### config.mk
export PLATFORM = sky130hd
export DESIGN_NAME = rf_write_arbiter
export DESIGN_NICKNAME = d
export VERILOG_FILES = /design/src/rtl/rf_write_arbiter.sv
export SDC_FILE = /design/constraint.sdc
export NUM_CORES = 1
export LEC_CHECK = 0
export ABC_AREA = 0
export CORE_ASPECT_RATIO = 2
export CORE_MARGIN = 4
export CORE_UTILIZATION = 49
export DETAILED_ROUTE_END_ITERATION = 10
export GPL_TIMING_DRIVEN = 1
export PLACE_DENSITY_LB_ADDON = 0.2
export RECOVER_POWER = 50
export SLEW_MARGIN = 15
export SYNTH_ARGS = -nofsm -noshare
export SYNTH_HDL_FRONTEND = slang
export SYNTH_SLANG_ARGS = --single-unit
export TNS_END_PERCENT = 20
### constraint.sdc
create_clock -name clk -period 1.9 [get_ports clk]
set_clock_uncertainty 0.1 [all_clocks]
set_input_delay 0.38 -clock clk [delete_from_list [all_inputs] [get_ports clk]]
set_output_delay 0.38 -clock clk [all_outputs]
set_load 0.01 [all_outputs]
### src/rtl/rf_write_arbiter.sv
// Two-requester writeback arbiter in front of the single RegisterFile write port.
// Per-requester FIFOs, round-robin drain at one write per cycle, and RAW pending flags.
module rf_write_arbiter #(
    parameter int unsigned DEPTH  = 2,
    parameter int unsigned AWIDTH = 5,
    parameter int unsigned DWIDTH = 32
) (
    input  logic              clk,
    input  logic              rst_n,
    input  logic              AValid,
    output logic              AReady,
    input  logic [AWIDTH-1:0] AReg,
    input  logic [DWIDTH-1:0] AData,
    input  logic              BValid,
    output logic              BReady,
    input  logic [AWIDTH-1:0] BReg,
    input  logic [DWIDTH-1:0] BData,
    output logic [AWIDTH-1:0] WriteReg,
    output logic [1:0]        RegWrite,
    output logic [DWIDTH-1:0] WriteData,
    input  logic [AWIDTH-1:0] Read1,
    input  logic [AWIDTH-1:0] Read2,
    output logic              Pend1,
    output logic              Pend2,
    output logic              Idle
);

    localparam int unsigned PW = (DEPTH > 1) ? $clog2(DEPTH) : 1;
    localparam int unsigned CW = PW + 1;
    localparam int unsigned NQ = 2;
    localparam logic [1:0]  RW_WRITE = 2'b01;
    localparam logic [1:0]  RW_IDLE  = 2'b00;

    typedef enum logic {
        GNT_A = 1'b0,
        GNT_B = 1'b1
    } grant_e;

    // Queue 0 is requester A, queue 1 is requester B.
    logic [PW-1:0]     r_wptr  [NQ];
    logic [PW-1:0]     r_rptr  [NQ];
    logic [CW-1:0]     r_count [NQ];
    logic [DEPTH-1:0]  r_vld   [NQ];
    logic [AWIDTH-1:0] r_qreg  [NQ][DEPTH];
    logic [DWIDTH-1:0] r_qdata [NQ][DEPTH];

    grant_e            r_last;
    grant_e            w_last_nxt;

    logic [AWIDTH-1:0] w_in_reg  [NQ];
    logic [DWIDTH-1:0] w_in_data [NQ];
    logic [NQ-1:0]     w_valid;
    logic [NQ-1:0]     w_ready;
    logic [NQ-1:0]     w_ne;
    logic [NQ-1:0]     w_push;
    logic [NQ-1:0]     w_pop;
    logic              w_match1;
    logic              w_match2;
    logic              w_out_live;

    assign w_in_reg[0]  = AReg;
    assign w_in_reg[1]  = BReg;
    assign w_in_data[0] = AData;
    assign w_in_data[1] = BData;
    assign w_valid      = {BValid, AValid};

    // Ready and non-empty come straight from the registered counts; no pass-through.
    always_comb begin
        w_ready = '0;
        w_ne    = '0;
        w_push  = '0;
        for (int q = 0; q < int'(NQ); q++) begin
            w_ready[q] = (r_count[q] != CW'(DEPTH));
            w_ne[q]    = (r_count[q] != '0);
            // Writes to r0 complete the handshake but are dropped.
            w_push[q]  = w_valid[q] && w_ready[q] && (w_in_reg[q] != '0);
        end
    end

    assign AReady = w_ready[0];
    assign BReady = w_ready[1];

    // Round-robin grant: on a tie, the requester not granted last time wins.
    always_comb begin
        w_pop      = '0;
        w_last_nxt = r_last;
        if (w_ne[0] && w_ne[1]) begin
            if (r_last == GNT_B) begin
                w_pop[0]   = 1'b1;
                w_last_nxt = GNT_A;
            end else begin
                w_pop[1]   = 1'b1;
                w_last_nxt = GNT_B;
            end
        end else if (w_ne[0]) begin
            w_pop[0]   = 1'b1;
            w_last_nxt = GNT_A;
        end else if (w_ne[1]) begin
            w_pop[1]   = 1'b1;
            w_last_nxt = GNT_B;
        end
    end

    always_ff @(posedge clk or negedge rst_n) begin
        if (!rst_n) begin
            r_last <= GNT_B;
        end else begin
            r_last <= w_last_nxt;
        end
    end

    // FIFO storage; push and pop never touch the same slot in one cycle.
    always_ff @(posedge clk or negedge rst_n) begin
        if (!rst_n) begin
            for (int q = 0; q < int'(NQ); q++) begin
                r_wptr[q]  <= '0;
                r_rptr[q]  <= '0;
                r_count[q] <= '0;
                r_vld[q]   <= '0;
                for (int i = 0; i < int'(DEPTH); i++) begin
                    r_qreg[q][i]  <= '0;
                    r_qdata[q][i] <= '0;
                end
            end
        end else begin
            for (int q = 0; q < int'(NQ); q++) begin
                if (w_push[q]) begin
                    r_qreg[q][r_wptr[q]]  <= w_in_reg[q];
                    r_qdata[q][r_wptr[q]] <= w_in_data[q];
                    r_vld[q][r_wptr[q]]   <= 1'b1;
                    r_wptr[q]             <= r_wptr[q] + PW'(1);
                end
                if (w_pop[q]) begin
                    r_vld[q][r_rptr[q]] <= 1'b0;
                    r_rptr[q]           <= r_rptr[q] + PW'(1);
                end
                case ({w_push[q], w_pop[q]})
                    2'b10:   r_count[q] <= r_count[q] + CW'(1);
                    2'b01:   r_count[q] <= r_count[q] - CW'(1);
                    default: r_count[q] <= r_count[q];
                endcase
            end
        end
    end

    // Registered RF write port; address and data hold when nothing issues.
    always_ff @(posedge clk or negedge rst_n) begin
        if (!rst_n) begin
            WriteReg  <= '0;
            WriteData <= '0;
            RegWrite  <= RW_IDLE;
        end else if (w_pop[0]) begin
            WriteReg  <= r_qreg[0][r_rptr[0]];
            WriteData <= r_qdata[0][r_rptr[0]];
            RegWrite  <= RW_WRITE;
        end else if (w_pop[1]) begin
            WriteReg  <= r_qreg[1][r_rptr[1]];
            WriteData <= r_qdata[1][r_rptr[1]];
            RegWrite  <= RW_WRITE;
        end else begin
            RegWrite  <= RW_IDLE;
        end
    end

    always_comb begin
        w_match1 = 1'b0;
        w_match2 = 1'b0;
        for (int q = 0; q < int'(NQ); q++) begin
            for (int i = 0; i < int'(DEPTH); i++) begin
                if (r_vld[q][i] && (r_qreg[q][i] == Read1)) w_match1 = 1'b1;
                if (r_vld[q][i] && (r_qreg[q][i] == Read2)) w_match2 = 1'b1;
            end
        end
    end

    // The write on the output stage is still pending until the RF takes it.
    assign w_out_live = (RegWrite == RW_WRITE);
    assign Pend1 = (Read1 != '0) && (w_match1 || (w_out_live && (WriteReg == Read1)));
    assign Pend2 = (Read2 != '0) && (w_match2 || (w_out_live && (WriteReg == Read2)));
    assign Idle  = !w_ne[0] && !w_ne[1] && (RegWrite == RW_IDLE);

endmodule

==> metrics.md, run 1 <==
| Metric | Value |
|---|---|
| Count of cell types in the netlist | `42` |
| Top delay family on crit path | `simple AND/OR/NAND/NOR gates` |
| Detail Placement HPWL | `19800 um` |
| Core ar. | `18400 um^2` |
| Commonest non-fill, non-tap cell in the layout | `dfrtp_1` |
| Global-route wire length before repair | `42800 um` |
| Final Max Slew Viols | `0` |
| Type of origin of the critical path | `flip-flop` |
| Multi-input gate area | `4450 um^2` |
| Hold depth | `3` |
| Final instance area | `13200 um^2` |
| Final period util | `1.29` |
| CTS tree | `done` |
| Worst-path clk slew | `70 ps` |
| Critical Path AT | `1980 ps` |
| Top cell type's share of synthesized area | `0.537` |
| Peak supply drop | `1.35 mV` |
| Pwr Density | `1930 nW/um^2` |
| CP endpoint kind | `primary output` |
| Fin nets | `1065` |
| Final hold violations | `0` |
| Number of synthesized flops with an enable pin | `0` |
| WHS Endpoint | `r_qreg[4]` |
| Drt wl/cell | `24.1 um` |
| Vias in the first global route | `7613` |
| Place WS | `-1220 ps` |
| Synth warn | `0` |
| Outcome | `complete, but fails checks` |
| CTS Buf Count | `17` |
| Worst reg-to-reg path cell count | `9` |
| Hold_sp | `BReg[4]` |
| Initial antenna violation count | `0` |
| Placed cells | `1139` |
| Sink Count | `199` |
| Top cells by area, synth | `dfrtp_1 54%, mux2_2 13%, mux2_1 4.6%` |
| Placed Area | `11600 um^2` |
| Root buffer cell | `clkbuf_16` |
| Cell-internal power | `16.1 mW` |
| CP startpoint | `r_qreg[8]` |
| Mapped Area | `9230 um^2` |
| Layout Cells excl Fill | `1203` |
| Pin count of the biggest net entering global routing | `46` |
| Area growth syn-to-layout | `42.6%` |
| Worst path bufs/invs | `2` |
| Sequential area share after synthesis | `0.540` |
| Pleak | `6.05 nW` |
| Critical path's largest stage delay | `380 ps` |
| All-Layer GR Usage | `0.269` |
| Fin crit period | `2460 ps` |
| RSZ-0062 raised after global routing | `yes` |
| Asr flop ratio synth | `1.00` |
| Pre-antenna DRT Iters | `4` |
| Final ANT Viol Nets | `0` |
| Net switching power | `9.31 mW` |
| Max Fclk | `407 MHz` |
| Via density | `5.66` |
| Fill cell count | `1261` |
| Synth area leader | `dfrtp_1` |
| Core Util, Final | `0.715` |
| Ys flop type | `dfrtp_1` |
| Final setup fails | `116` |
| Share of layout cells above drive strength 1 | `0.414` |
| Worst-case clock buffer depth | `2` |
| DRC violations left | `0` |
| Max_cap viols | `0` |
| Slew headroom | `0.323` |
| Port Buffer Count | `130` |
| Worst-skew pair later-pin latency | `430 ps` |
| Gpl congestion | `0.901` |
| Setup Crit Path Kind | `reg2out` |
| Synth Register Bits | `199` |
| Combinational cell fraction of total power | `0.543` |
| Die width | `105 um` |
| Critical path's slowest cell | `dfrtp_1` |
| Sw Ratio | `0.367` |
| Io pins | `132` |
| Seq pwr share | `0.324` |
| Register Area | `4990 um^2` |
| Post-synthesis net count | `814` |
| FP Rows | `70` |
| Detailed-route via count | `6806` |
| Syn_area_per_cell | `12.7 um^2` |
| Clock power share | `0.132` |
| Starting density of the core | `0.502` |
| Die Y | `202 um` |
| Crit-path max FO | `2` |
| Hold Crit Class | `in2reg` |
| N_diodes | `0` |
| Die ar. | `21200 um^2` |
| Total power | `25.4 mW` |
| R2r endpoint | `WriteData[23]` |
| DRT iter0 DRCs | `347` |
| Worst hold slack | `189 ps` |
| Final wirelength | `29000 um` |
| Reg-to-Reg Start | `r_count[1]` |
| Most frequent cells in the layout | `189 x dfrtp_1, 100 x clkdlybuf4s50_1, 93 x buf_4` |
| Setup ws final | `-557 ps` |
| CP required | `1420 ps` |
| Critical-path cell list | `buf_4, xor2_1, nor4_2, nand3_1, o311ai_1, o22a_1, buf_2` |
| Gate count of the mapped netlist | `724` |
| Gr ovfl total | `0` |
| H-tree lvl count | `4` |
| Worst Tran Pin Value | `1020 ps` |
| Failing checks | `setup timing` |
| Worst R2R Setup Slack | `-160 ps` |
| Setup_tns | `-7130 ps` |
-- power by group through the flow --
stage	clock, mW	sequential (mW)	combinational, mW
6_report	3.36	8.24	13.8
5_1_grt	3.57	8.44	14.7
4_1_cts	3.40	8.06	12.2
3_5_place_dp	0	8.05	11.2
3_3_place_gp	0	7.89	10.8
2_1_floorplan	0	7.75	6.43
-- registers in the layout, summed over array words and instances, names as in the netlist --
register,cells
r_vld,4
WriteReg,5
RegWrite,1
r_qdata,128
r_rptr,2
r_wptr,2
WriteData,32
r_count,4
r_last,1
r_qreg,20
-- routing by layer --
layer	GRT usage	part of all wire	up-vias
met3	0.0358	0.030	68
met4	0.141	0.043	0
met1	0.276	0.35	3473
li1	-	-	3050
met2	0.518	0.57	215
met5	0	0	-
-- synth_stat cells, drive strengths merged (8+ instances only) --
| cell type | count |
|---|---|
| nand2 | 21 |
| xnor2 | 27 |
| dfrtp | 198 |
| o21ai | 38 |
| xor2 | 31 |
| a21oi | 18 |
| mux2i | 37 |
| a221oi | 22 |
| buf | 24 |
| clkbuf | 30 |
| inv | 8 |
| nor2 | 64 |
| mux2 | 163 |
-- cell families after synthesis --
group	share of synthesized area
multiplexers	0.246
flip-flops	0.540
AND/OR/NAND/NOR	0.0540
AO/OA/AOI/OAI	0.0625
buffers and inverters	0.0401
XOR/XNOR	0.0550
adder cells (fa/ha/maj)	0.00271
other	0.000406
-- worst reg2reg max path, delay by kind of cell (launching register included) --
family / cells / cell delay [ps]
buf+inv: 4 / 550
flops: 1 / 450
simple gates: 4 / 570
compound gates: 1 / 280
-- how the worst max path moves through the flow --
stage	cells past startpoint	end	slack [ps]
2_1_floorplan	7	r_qdata[80]	-140
3_3_place_gp	7	Pend2	-1230
3_5_place_dp	7	Pend2	-1220
4_1_cts	7	Pend2	-610
5_1_grt	7	Pend2	-690
6_report	7	Pend2	-560
-- final cells by class --
cell class | instances | area share
repair buffers | 286 | 0.218
flip-flops and latches | 199 | 0.379
well taps | 216 | 0.0205
clock buffers | 19 | 0.0337
inverters | 8 | 0.00285
clock inverters | 12 | 0.00723
multi-input cells | 463 | 0.338
-- repair_timing --
item	4_1_cts	5_1_grt
pin swaps	14	64
cloned	5	3
hold endpoints to repair	29	0
setup endpoints to repair	196	185
resized for setup	120	110
buffers inserted	13	14
hold buffers	1	0
Note: power is estimated with default switching activity, not from simulation.
==> run 2: changes to the inputs <==
SETUP_SLACK_MARGIN = 0.15   (was not set)
==> run 2 against run 1 <==
The run still ends with setup timing left. Highest routed layer unchanged. Combinational power about the same. Register-to-register slack lost 20 ps. Core utilization increased by 1.5 points. Wire length rose by 1.3%. First-iteration DRC count decreased by 25%. Sequential share of layout area fell by 0.74 points.
==> metrics.md, run 2 (same netlist as run 1, synthesis figures left out) <==
| Metric | Value |
|---|---|
| Fill cell count | `1188 (-5.8%)` |
| Drt wl/cell | `24.8 um (+2.9%)` |
| Pleak | `6.42 nW (+6.2%)` |
| Setup Crit Path Kind | `reg2out` |
| Layout Cells excl Fill | `1184 (-1.6%)` |
| Most flops, register | `r_qdata` |
| Detail Placement HPWL | `18900 um (-4.3%)` |
| DR top layer | `met4` |
| Met1 wire length | `10300 um (+0.26%)` |
| Max Fclk | `421 MHz (+3.6%)` |
| Gpl congestion | `0.966 (+7.2%)` |
| Core ar. | `18400 um^2 (unchanged)` |
| CP endpoint kind | `primary output` |
| Sink Count | `199 (unchanged)` |
| Routed wl met2 | `16500 um (-1.2%)` |
| Io pins | `132 (unchanged)` |
| Final wirelength | `29400 um (+1.3%)` |
| Worst-case clock buffer depth | `2 (unchanged)` |
| R2r endpoint | `r_qdata[51]` |
| Initial antenna violation count | `1 (+1)` |
| DRC violations left | `0 (unchanged)` |
| Multi-input gate area | `4660 um^2 (+4.8%)` |
| Core Util, Final | `0.730 (+0.0146)` |
| Root buffer cell | `clkbuf_16` |
| Port Buffer Count | `130 (unchanged)` |
| Most used cell, CP | `buf_6` |
| Placed Area | `11500 um^2 (-1.4%)` |
| Worst hold slack | `129 ps (-59.7 ps)` |
| Failing checks | `setup timing` |
| Worst reg-to-reg path cell count | `9 (unchanged)` |
| Setup_tns | `-11920 ps (-4780 ps)` |
| Hold depth | `2 (-1)` |
| Placed cells | `1108 (-2.7%)` |
| Global-route wire length before repair | `44400 um (+3.7%)` |
| Met3 Wirelength | `852 um (-1.7%)` |
| Share of layout cells above drive strength 1 | `0.426 (+0.0117)` |
| WHS Endpoint | `r_qreg[7]` |
| Worst Tran Pin Value | `900 ps (-115 ps)` |
| Total power | `26.2 mW (+3.1%)` |
| RSZ-0062 raised after global routing | `yes` |
| Final hold violations | `0 (unchanged)` |
| Final instance area | `13400 um^2 (+2.0%)` |
| Fin nets | `1045 (-1.9%)` |
| Pin count of the biggest net entering global routing | `59 (+28%)` |
| Type of origin of the critical path | `flip-flop` |
| Place WS | `-1090 ps (+134 ps)` |
| Gr ovfl total | `0 (unchanged)` |
| Critical-path cell list | `buf_6, xor2_1, nor4_1, nand3_1, o31ai_2, o22a_1, buf_6` |
| Critical path's largest stage delay | `410 ps (+30 ps)` |
| Detailed-route via count | `6835 (+0.43%)` |
| CP required | `1420 ps (about the same)` |
| H-tree lvl count | `4 (unchanged)` |
| Final setup fails | `162 (+40%)` |
| Reg-to-Reg Start | `r_count[0]` |
| Setup ws final | `-472 ps (+84.6 ps)` |
| Worst R2R Setup Slack | `-180 ps (-20 ps)` |
| Final ANT Viol Nets | `0 (unchanged)` |
| Seq pwr share | `0.320 (-0.004)` |
| Die width | `105 um (unchanged)` |
| Hold Crit Class | `in2reg` |
| Register Area | `4990 um^2 (about the same)` |
| Cell-internal power | `16.8 mW (+4.3%)` |
| Fin crit period | `2370 ps (-84.6 ps)` |
| Area growth syn-to-layout | `45.5%` |
| Pre-antenna DRT Iters | `4 (unchanged)` |
| Die Y | `202 um (unchanged)` |
| Final period util | `1.25 (-0.0445)` |
| Largest regs | `r_qdata x128, WriteData x32, r_qreg x20` |
| Critical Path AT | `1890 ps (-90 ps)` |
| Sw Ratio | `0.359 (-0.00755)` |
| Max_cap viols | `0 (unchanged)` |
| FP Rows | `70 (unchanged)` |
| Slew headroom | `0.400 (+0.0767)` |
| All-Layer GR Usage | `0.276 (+0.00671)` |
| Pwr Density | `1950 nW/um^2 (+1.0%)` |
| Crit-path max FO | `3 (+1)` |
| Starting density of the core | `0.502 (unchanged)` |
| Hold_sp | `BReg[2]` |
| Peak supply drop | `0.991 mV (-27%)` |
| Final Max Slew Viols | `0 (unchanged)` |
| Worst-skew pair later-pin latency | `420 ps (about the same)` |
| Die ar. | `21200 um^2 (unchanged)` |
| Net switching power | `9.40 mW (+0.98%)` |
| Commonest non-fill, non-tap cell in the layout | `dfrtp_1` |
| CTS Buf Count | `17 (unchanged)` |
| Outcome | `complete, but fails checks` |
| Clock power share | `0.147 (+0.015)` |
| Vias in the first global route | `7690 (+1.0%)` |
| Critical path's slowest cell | `dfrtp_1` |
| Most frequent cells in the layout | `187 x dfrtp_1, 136 x mux2_4, 74 x buf_4` |
| Largest register FFs | `128 (unchanged)` |
| Worst-path clk slew | `70 ps (about the same)` |
| CTS tree | `done` |
| Combinational cell fraction of total power | `0.534 (-0.009)` |
| Via density | `5.77 (+2.0%)` |
| DRT iter0 DRCs | `259 (-25%)` |
run 2: layout make-up:
type,instances,area share
clock inverter,11,0.0128
antenna,1,0.000186
timing repair buffer,266,0.212
clock buffer,20,0.0333
tap,216,0.0201
sequential,199,0.372
inverter,8,0.00261
multi-input combinational,463,0.347
run 2: per-layer routing:
metal | GRT usage | up-vias
met1 | 0.289 | 3541
met4 | 0.158 | 0
met3 | 0.0419 | 71
met2 | 0.514 | 211
met5 | 0 | -
li1 | - | 3012
run 2: worst max-delay path by stage:
stage                 from          end  slack (ps)  cells after the start
3_3_place_gp      Read2[3]        Pend2       -1040                      7
4_1_cts        WriteReg[0]        Pend2        -520                      7
3_5_place_dp      Read1[2]        Pend1       -1090                      7
6_report       WriteReg[0]        Pend2        -470                      7
5_1_grt        WriteReg[2]        Pend1        -620                      6
2_1_floorplan      BReg[0]  r_qdata[59]        -140                      6
run 2: power by group through the flow:
stage               sequential [mW]  clock (mW)  combinational (mW)
finish                         8.37        3.84                14.0
global route                   8.53        4.05                14.8
detailed placement             8.16           0                10.6
global placement               8.00           0                10.3
floorplan                      7.76           0                6.48
CTS                            8.25        3.87                13.0
run 2: worst max-delay path, delay by kind of cell, from the launching register on:
kind	cells	cell delay [ps]
DFF	1	410
and+or+nand+nor	2	400
buffers and inverters	2	250
AOI/OAI and AO/OA	2	250
xor gates and xnor gates	1	150
run 2: repair_timing:
action / in CTS / in global routing
setup buffers: 20 / 11
hold buffers: 1 / 0
cloned: 9 / 3
resized for setup: 305 / 38
setup endpoints to repair: 228 / 193
pin swaps: 21 / 18
endpoints found under the hold margin: 51 / 0
